`src/rtl/inst_cache_tag_assoc.sv`:
```
// inst_cache_tag_assoc: set-associative instruction-cache tag array with tree pseudo-LRU and flush sweep
// Ports:
//   clock, reset                         rising-edge clock, synchronous active-high reset
//   flush / busy                         whole-array invalidate request / sweep in progress
//   lookup_en, lookup_index, lookup_tag  lookup request, answered one cycle later
//   resp_valid, hit, hit_way, victim_way registered lookup response
//   fill_en, fill_index, fill_way, fill_tag  tag write, marks the way valid
module inst_cache_tag_assoc #(
  parameter int WAYS = 2,
  parameter int SETS = 64,
  parameter int TAG_W = 20,
  localparam int IDX_W = $clog2(SETS),
  localparam int WAY_W = $clog2(WAYS)
) (
  input  logic             clock,
  input  logic             reset,
  input  logic             flush,
  output logic             busy,
  input  logic             lookup_en,
  input  logic [IDX_W-1:0] lookup_index,
  input  logic [TAG_W-1:0] lookup_tag,
  output logic             resp_valid,
  output logic             hit,
  output logic [WAY_W-1:0] hit_way,
  output logic [WAY_W-1:0] victim_way,
  input  logic             fill_en,
  input  logic [IDX_W-1:0] fill_index,
  input  logic [WAY_W-1:0] fill_way,
  input  logic [TAG_W-1:0] fill_tag
);
  localparam int P_W = WAYS - 1;
  typedef enum logic {IDLE, SWEEP} state_t;
  state_t state;
  logic [IDX_W-1:0] cnt;
  logic [TAG_W-1:0] tags [SETS][WAYS];
  logic [WAYS-1:0] valid [SETS];
  logic [P_W-1:0] plru [SETS];
  logic lookup_ok, hit_c, any_inv;
  logic [WAY_W-1:0] hw_c, inv_c, victim_c;
  // PLRU bits are widened to a 3-bit tree so one body serves both associativities
  function automatic logic [WAY_W-1:0] plru_victim(input logic [P_W-1:0] p);
    logic [2:0] e;
    e = 3'(p);
    return (WAYS == 2) ? WAY_W'(e[0]) : WAY_W'(e[0] ? {1'b1, e[2]} : {1'b0, e[1]});
  endfunction
  function automatic logic [P_W-1:0] plru_touch(input logic [P_W-1:0] p, input logic [WAY_W-1:0] w);
    logic [2:0] e;
    logic [1:0] v;
    e = 3'(p);
    v = 2'(w);
    if (WAYS == 2) e[0] = ~v[0];
    else begin
      e[0] = ~v[1];
      if (v[1]) e[2] = ~v[0];
      else e[1] = ~v[0];
    end
    return P_W'(e);
  endfunction
  assign busy = (state == SWEEP);
  assign lookup_ok = lookup_en && (state == IDLE);
  // descending scan so the lowest-numbered match / invalid way wins
  always_comb begin
    hit_c = 1'b0;
    hw_c = '0;
    any_inv = 1'b0;
    inv_c = '0;
    for (int i = WAYS - 1; i >= 0; i--) begin
      if (valid[lookup_index][i] && tags[lookup_index][i] == lookup_tag) begin
        hit_c = 1'b1;
        hw_c = WAY_W'(i);
      end
      if (!valid[lookup_index][i]) begin
        any_inv = 1'b1;
        inv_c = WAY_W'(i);
      end
    end
    victim_c = any_inv ? inv_c : plru_victim(plru[lookup_index]);
  end
  always_ff @(posedge clock) begin
    if (reset) begin
      state <= SWEEP;
      cnt <= '0;
      resp_valid <= 1'b0;
      hit <= 1'b0;
      hit_way <= '0;
      victim_way <= '0;
    end else begin
      resp_valid <= lookup_ok;
      hit <= lookup_ok && hit_c;
      hit_way <= lookup_ok ? hw_c : '0;
      victim_way <= lookup_ok ? victim_c : '0;
      if (state == SWEEP) begin
        valid[cnt] <= '0;
        plru[cnt] <= '0;
        cnt <= cnt + 1'b1;
        if (cnt == IDX_W'(SETS - 1)) state <= IDLE;
      end else begin
        if (flush) begin
          state <= SWEEP;
          cnt <= '0;
        end
        if (lookup_ok && hit_c) plru[lookup_index] <= plru_touch(plru[lookup_index], hw_c);
        // later assignment lets a same-set fill override the lookup's PLRU update
        if (fill_en) begin
          tags[fill_index][fill_way] <= fill_tag;
          valid[fill_index][fill_way] <= 1'b1;
          plru[fill_index] <= plru_touch(plru[fill_index], fill_way);
        end
      end
    end
  end
endmodule

```
`config.mk`:
```
export PLATFORM = sky130hd
export DESIGN_NAME = inst_cache_tag_assoc
export DESIGN_NICKNAME = d
export VERILOG_FILES = /design/src/rtl/inst_cache_tag_assoc.sv
export SDC_FILE = /design/constraint.sdc
export NUM_CORES = 2
export LEC_CHECK = 0
export ABC_AREA = 1
export BUFFER_PORTS_ARGS = -buffer_cell sky130_fd_sc_hd__buf_2
export CORE_MARGIN = 5
export CORE_UTILIZATION = 30
export CTS_CLUSTER_SIZE = 20
export DETAILED_ROUTE_END_ITERATION = 8
export PLACE_DENSITY = 0.54
export SLEW_MARGIN = 20
export SYNTH_ARGS = -nofsm -noshare
export SYNTH_HDL_FRONTEND = slang
export SYNTH_SLANG_ARGS = --single-unit
export TNS_END_PERCENT = 30
```
`constraint.sdc`:
```
create_clock -name clock -period 11.1 [get_ports clock]
set_clock_uncertainty 0.05 [all_clocks]
set_input_delay 2.22 -clock clock [delete_from_list [all_inputs] [get_ports clock]]
set_output_delay 2.22 -clock clock [all_outputs]
set_load 0.03 [all_outputs]
```
Word level (Yosys, flattened, before mapping)
Memories as Yosys holds them, arrays and structs flattened.
Index checks and enable logic that the tools add are counted.

word-level totals
  input bits = 58
  RAM bits = 2752
  output and inout bits = 5
  logic and storage cells = 73
  memories kept = 3
  register bits after elaboration = 11

operators by class
  bitwise operators = 5
  equality and inequality tests = 3
  multiplexer cells = 41
  reductions and logical operators = 10
  $lt $le $gt $ge = 4
  add/sub/neg operators = 1

memory list
  memory  depth  bits a word  read ports  clocked after Yosys merged registers in  write ports  RTL line  source
  tags    64     40           1           0                                        1            35        logic [TAG_W-1:0] tags [SETS][WAYS];
  valid   64     2            1           0                                        1            36        logic [WAYS-1:0] valid [SETS];
  plru    64     1            1           0                                        2            37        logic [P_W-1:0] plru [SETS];

operator list
  cell                                                                          number
  20-bit == test                                                                2
  40-bit two-way mux                                                            1
  1-bit two-way mux                                                             30
  6-bit two-way mux                                                             4
  20-bit demux with 1-bit select                                                1
  20-bit two-way mux                                                            1
  6-bit by 1-bit adder with 6-bit output, second input constant                 1
  6-bit == test, second input constant                                          1
  1-bit logical AND                                                             6
  2-bit two-way mux                                                             3
  1-bit NOT                                                                     4
  2-bit OR reduction                                                            2
  2-bit >= comparator, second input constant                                    1
  1-bit by 2-bit less-than comparator with 1-bit output, second input constant  1
  2-bit by 1-bit less-than comparator with 1-bit output, second input constant  1
  1-bit NOT with 2-bit output                                                   1
  2-bit nonzero test                                                            1
  1-bit demux with 1-bit select                                                 1
  1-bit >= comparator, second input constant                                    1
  1-bit OR reduction                                                            1

Logic depth before layout (Yosys ltp)
An unclocked memory read counts as a cell.

  word-level depth = 12
  depth in mapped cells = 27
  gate-level depth less buffers = 24

Least setup slack after synthesis
No wires, ideal clock.

  path kind = in2reg
  from = input reset
  to = memory tags[6][0] (netlist bit) (enable)
  path slack = 5173 ps
  arrival = 5479 ps
  data required time = 10652 ps
  buffers on the path = 1
  library setup time = 398 ps
  stages on the path = 6
  cells stage by stage = nor2_1 -> nand2_1 -> clkbuf_1 -> inv_1 -> nand3_1 -> nor2_1

on the way
  longest elaborated chain between the ends = 2

RTL lines
  what                                      RTL line  source
  start, declared                           16        input logic reset,
  1-bit two-way mux                         80        if (reset) begin
  40-bit two-way mux (not written as such)  105       tags[fill_index][fill_way] <= fill_tag;
  end, declared                             35

Every way passes these cells.

==> impl_results.md <==
- # setup viols final: 0
- Gate Count Post-Synth: ~10k
- Arrival @ worst endpoint: ~7.4 ns
- FF+latch count, synth: between 2k and 3k
- Placed inst area: 120000 um2
- Ports: 63
- Minimum clock period: between 6 and 7 ns
- Status: finished clean
- Max-slew headroom: between 10% and 20%
- Reg2Reg Capture Point: plru[57]
- Reg clk slew, reported paths: approximately 0.06 ns
- Lkg Pwr: between 40 and 50 nW
- Routed wire per std cell: between 20 and 25 um
- GP Congestion: 0.910
- Most numerous cell on the critical path: nand2_1
- RSZ-0062 raised after global routing: false
- Maximum fanout along the worst path: about 150
- Routed Antenna Nets: 0
- Setup TNS: 0 ns
- Count of cells resized by post-cts repair: 0
- Hold Crit Depth: 1
- # port buffers: 62
- Detailed placement HPWL: roughly 200000 um
- Max cap viols: 0
- Core Region: between 300000 and 400000 um2
- Slew Viols, Final: 0
- Final instance area: 130000 um2
- Vias per Instance: just over 5
- Reg2Reg Depth: 20
- Final Util: roughly 34%
- Flop-to-flop setup slack: approximately 7.1 ns
- Syn. warnings: 0
- Antenna violations before repair: 45
- Hold Buf Count CTS: 0
- H-Tree Depth: 5
- # rows: about 230
- Vias: just under 80k
- Clk buf depth: 4
- Largest net degree at the start of global routing: roughly 180
- GRT Overall Usage: between 15 and 20%
- Synth cell types: 36
- Worst Path Required: ~12 ns
- Hold_sp: cnt[0]
- Die H: around 630 um
- TritonCTS clock tree: built
- First-pass GRT wire length: approximately 520000 um
- Clk_lat worst skew: 0.90 ns
- Total CTS buffers: 299
- Setup bufs post-CTS: 0
- Pre-antenna DRT Iters: 8
- VDD IR max: 0.000124 V
- Critical-path cell list: buf_8, buf_4, buf_12, nand2_1, nand3_1, nand3_1, nand3_1, nand2_1, nand2_1, nand3_1, nand3_1, nand2_1, nor2_1, nand2_1, nor2_2, nand4_4, nand2_4, nand2_1, nand2_1, nand2_1, nor2_4, nand2_1, nand2_1
- Critical-path top delay cell: buf_4
- Die area: 393000 um2
- Netlist Area Pre-Place: between 100000 and 150000 um2
- Layout Nets: between 9k and 10k
- Total gr overflow: 0
- Fmax: between 0.1 and 0.15 GHz
- Seq/Total Area, Yosys: 72.5%
- Crit path launch type: primary input
- CP endpoint kind: flop
- DIE WIDTH: around 630 um
- Final Cycle Share: between 60% and 70%
- Initial DRC Count: roughly 9.2k
- Worst min-delay path endpoint: cnt[0]
- Power per cell area: 175 nW/um2
- Measured slew at the worst slew-check pin: approximately 1.2 ns
- Post-Syn Nets: approximately 10k
- Share of cells above drive strength 1: 8.60%
- Final WL: about 360000 um
- Num Clock Sinks: 2763
- Worst hold path class: reg2reg
- Final hold vios: 0
- Reg2reg start: tags[41][37]
- DR DRC count: 0
- Vias in the first global route: around 72k
- Root Buffer: clkbuf_16
- Initial Util: 30.1%
- Avg Inst Size Synth: 11.5 um2
- CP max stage delay: 0.62 ns
- Crit Path Class: in2reg
- Syn-to-layout area delta: 13.9%
-- worst max path at each step --
stage | start | slack, ns | end | depth (start not counted)
global route | lookup_index[0] | 4.16 | plru[57] | 23
floorplan | reset | 5.17 | tags[6][0] | 6
global placement | lookup_index[1] | 3.62 | plru[58] | 22
CTS | lookup_index[0] | 4.60 | plru[58] | 23
detailed placement | lookup_index[0] | 3.66 | plru[58] | 23
finish | lookup_index[0] | 4.22 | plru[57] | 23
-- placed cells by master, fill, tap and decap left out, types with 56 or more instances in the layout --
cell | synthesis | routed
a21oi_1 | 56 | 56
buf_4 | 16 | 220
clkbuf_1 | 166 | 67
clkbuf_16 | 0 | 306
clkinv_1 | 1 | 56
edfxtp_1 | 2752 | 2752
inv_1 | 77 | 73
nand2_1 | 3283 | 3283
nand3_1 | 2583 | 2583
nor2_1 | 393 | 265
nor2_2 | 13 | 116
o21ai_0 | 68 | 67
-- metrics by stage --
| stage | hold WS (ns) | cells | worst slack, ns | total power, mW |
|---|---|---|---|---|
| floorplan | 0.434 | 9966 | 5.17 | 12.4 |
| global placement | 0.486 | 14600 | 3.62 | 13.0 |
| detailed placement | 0.483 | 14600 | 3.66 | 13.0 |
| CTS | 0.496 | 15200 | 4.60 | 22.9 |
| global route | 0.539 | 15200 | 4.16 | 23.4 |
| finish | 0.496 | 15200 | 4.22 | 22.8 |
-- cell type report --
type                    count  area (um2)
clock buffers             376        7950
fillers                 37100      249000
multi-input cells        6483       28500
repair buffers            286        2430
clock inverters           163        1670
inverters                  84         358
flip-flops and latches   2763       82900
well taps                5016        6280
diodes                     23        57.6
-- cell families after synthesis --
kind of cell               Yosys count  synth area share [%]
adders and majority gates            1                0.0110
and+or+nand+nor                   6317                  23.8
DFF                               2763                  72.5
AOI/OAI and AO/OA                  165                 0.772
buffers and inverters              720                  2.88
-- state kept, by name (all words and copies together) (netlist names) --
register and cells:
busy 1, cnt 6, hit 1, hit_way 1
plru 64, resp_valid 1, tags 2560, valid 128
victim_way 1
-- per-layer routing --
metal,up-vias,wire length (um),share of wire (%),track usage (%)
met2,3082,169000,46,28.2
met5,-,48,0.013,0
met4,6,13000,3.6,6.46
met3,600,26700,7.3,2.70
li1,35100,-,-,-
met1,38500,156000,43,25.0
-- power by group --
part | leakage [nW] | switching [mW] | internal, mW
Sequential | 24.7 | 0.00174 | 11.5
Combinational | 15.9 | 1.06 | 0.306
Clock | 4.69 | 4.20 | 5.74
Total | 45.4 | 5.26 | 17.5
-- cells in the mapped netlist --
master	n	share of area (%)
o21ai_2	2	0.015
nor2_2	13	0.071
inv_1	77	0.25
clkbuf_1	166	0.55
nand4_4	1	0.019
o21ai_0	68	0.30
o32ai_1	1	0.0077
buf_6	7	0.069
buf_4	16	0.11
a21oi_1	56	0.25
nor3_2	1	0.0088
nor3_1	21	0.092
nand3_2	2	0.018
inv_2	5	0.016
nand2_2	1	0.0055
nand3_4	3	0.046
nand3_1	2583	11
inv_4	1	0.0055
buf_1	67	0.22
nand2_4	1	0.0099
a31oi_1	2	0.011
nor4_1	3	0.016
buf_2	380	1.7
clkinv_1	1	0.0033
o22ai_1	26	0.14
a22oi_1	1	0.0066
ha_1	1	0.011
o31ai_1	1	0.0066
dfxtp_1	11	0.19
nor2_1	393	1.3
edfxtp_1	2752	72
nor2_4	8	0.079
o32a_1	1	0.0088
o21ai_1	7	0.031
nand2_1	3283	11
nand4_1	4	0.022
-- critical path, delay by kind of cell --
family,cells,cell delay [ns]
and+or+nand+nor,20,3.34
buffers and inverters,3,1.35
Note: power is estimated with default switching activity, not from simulation.
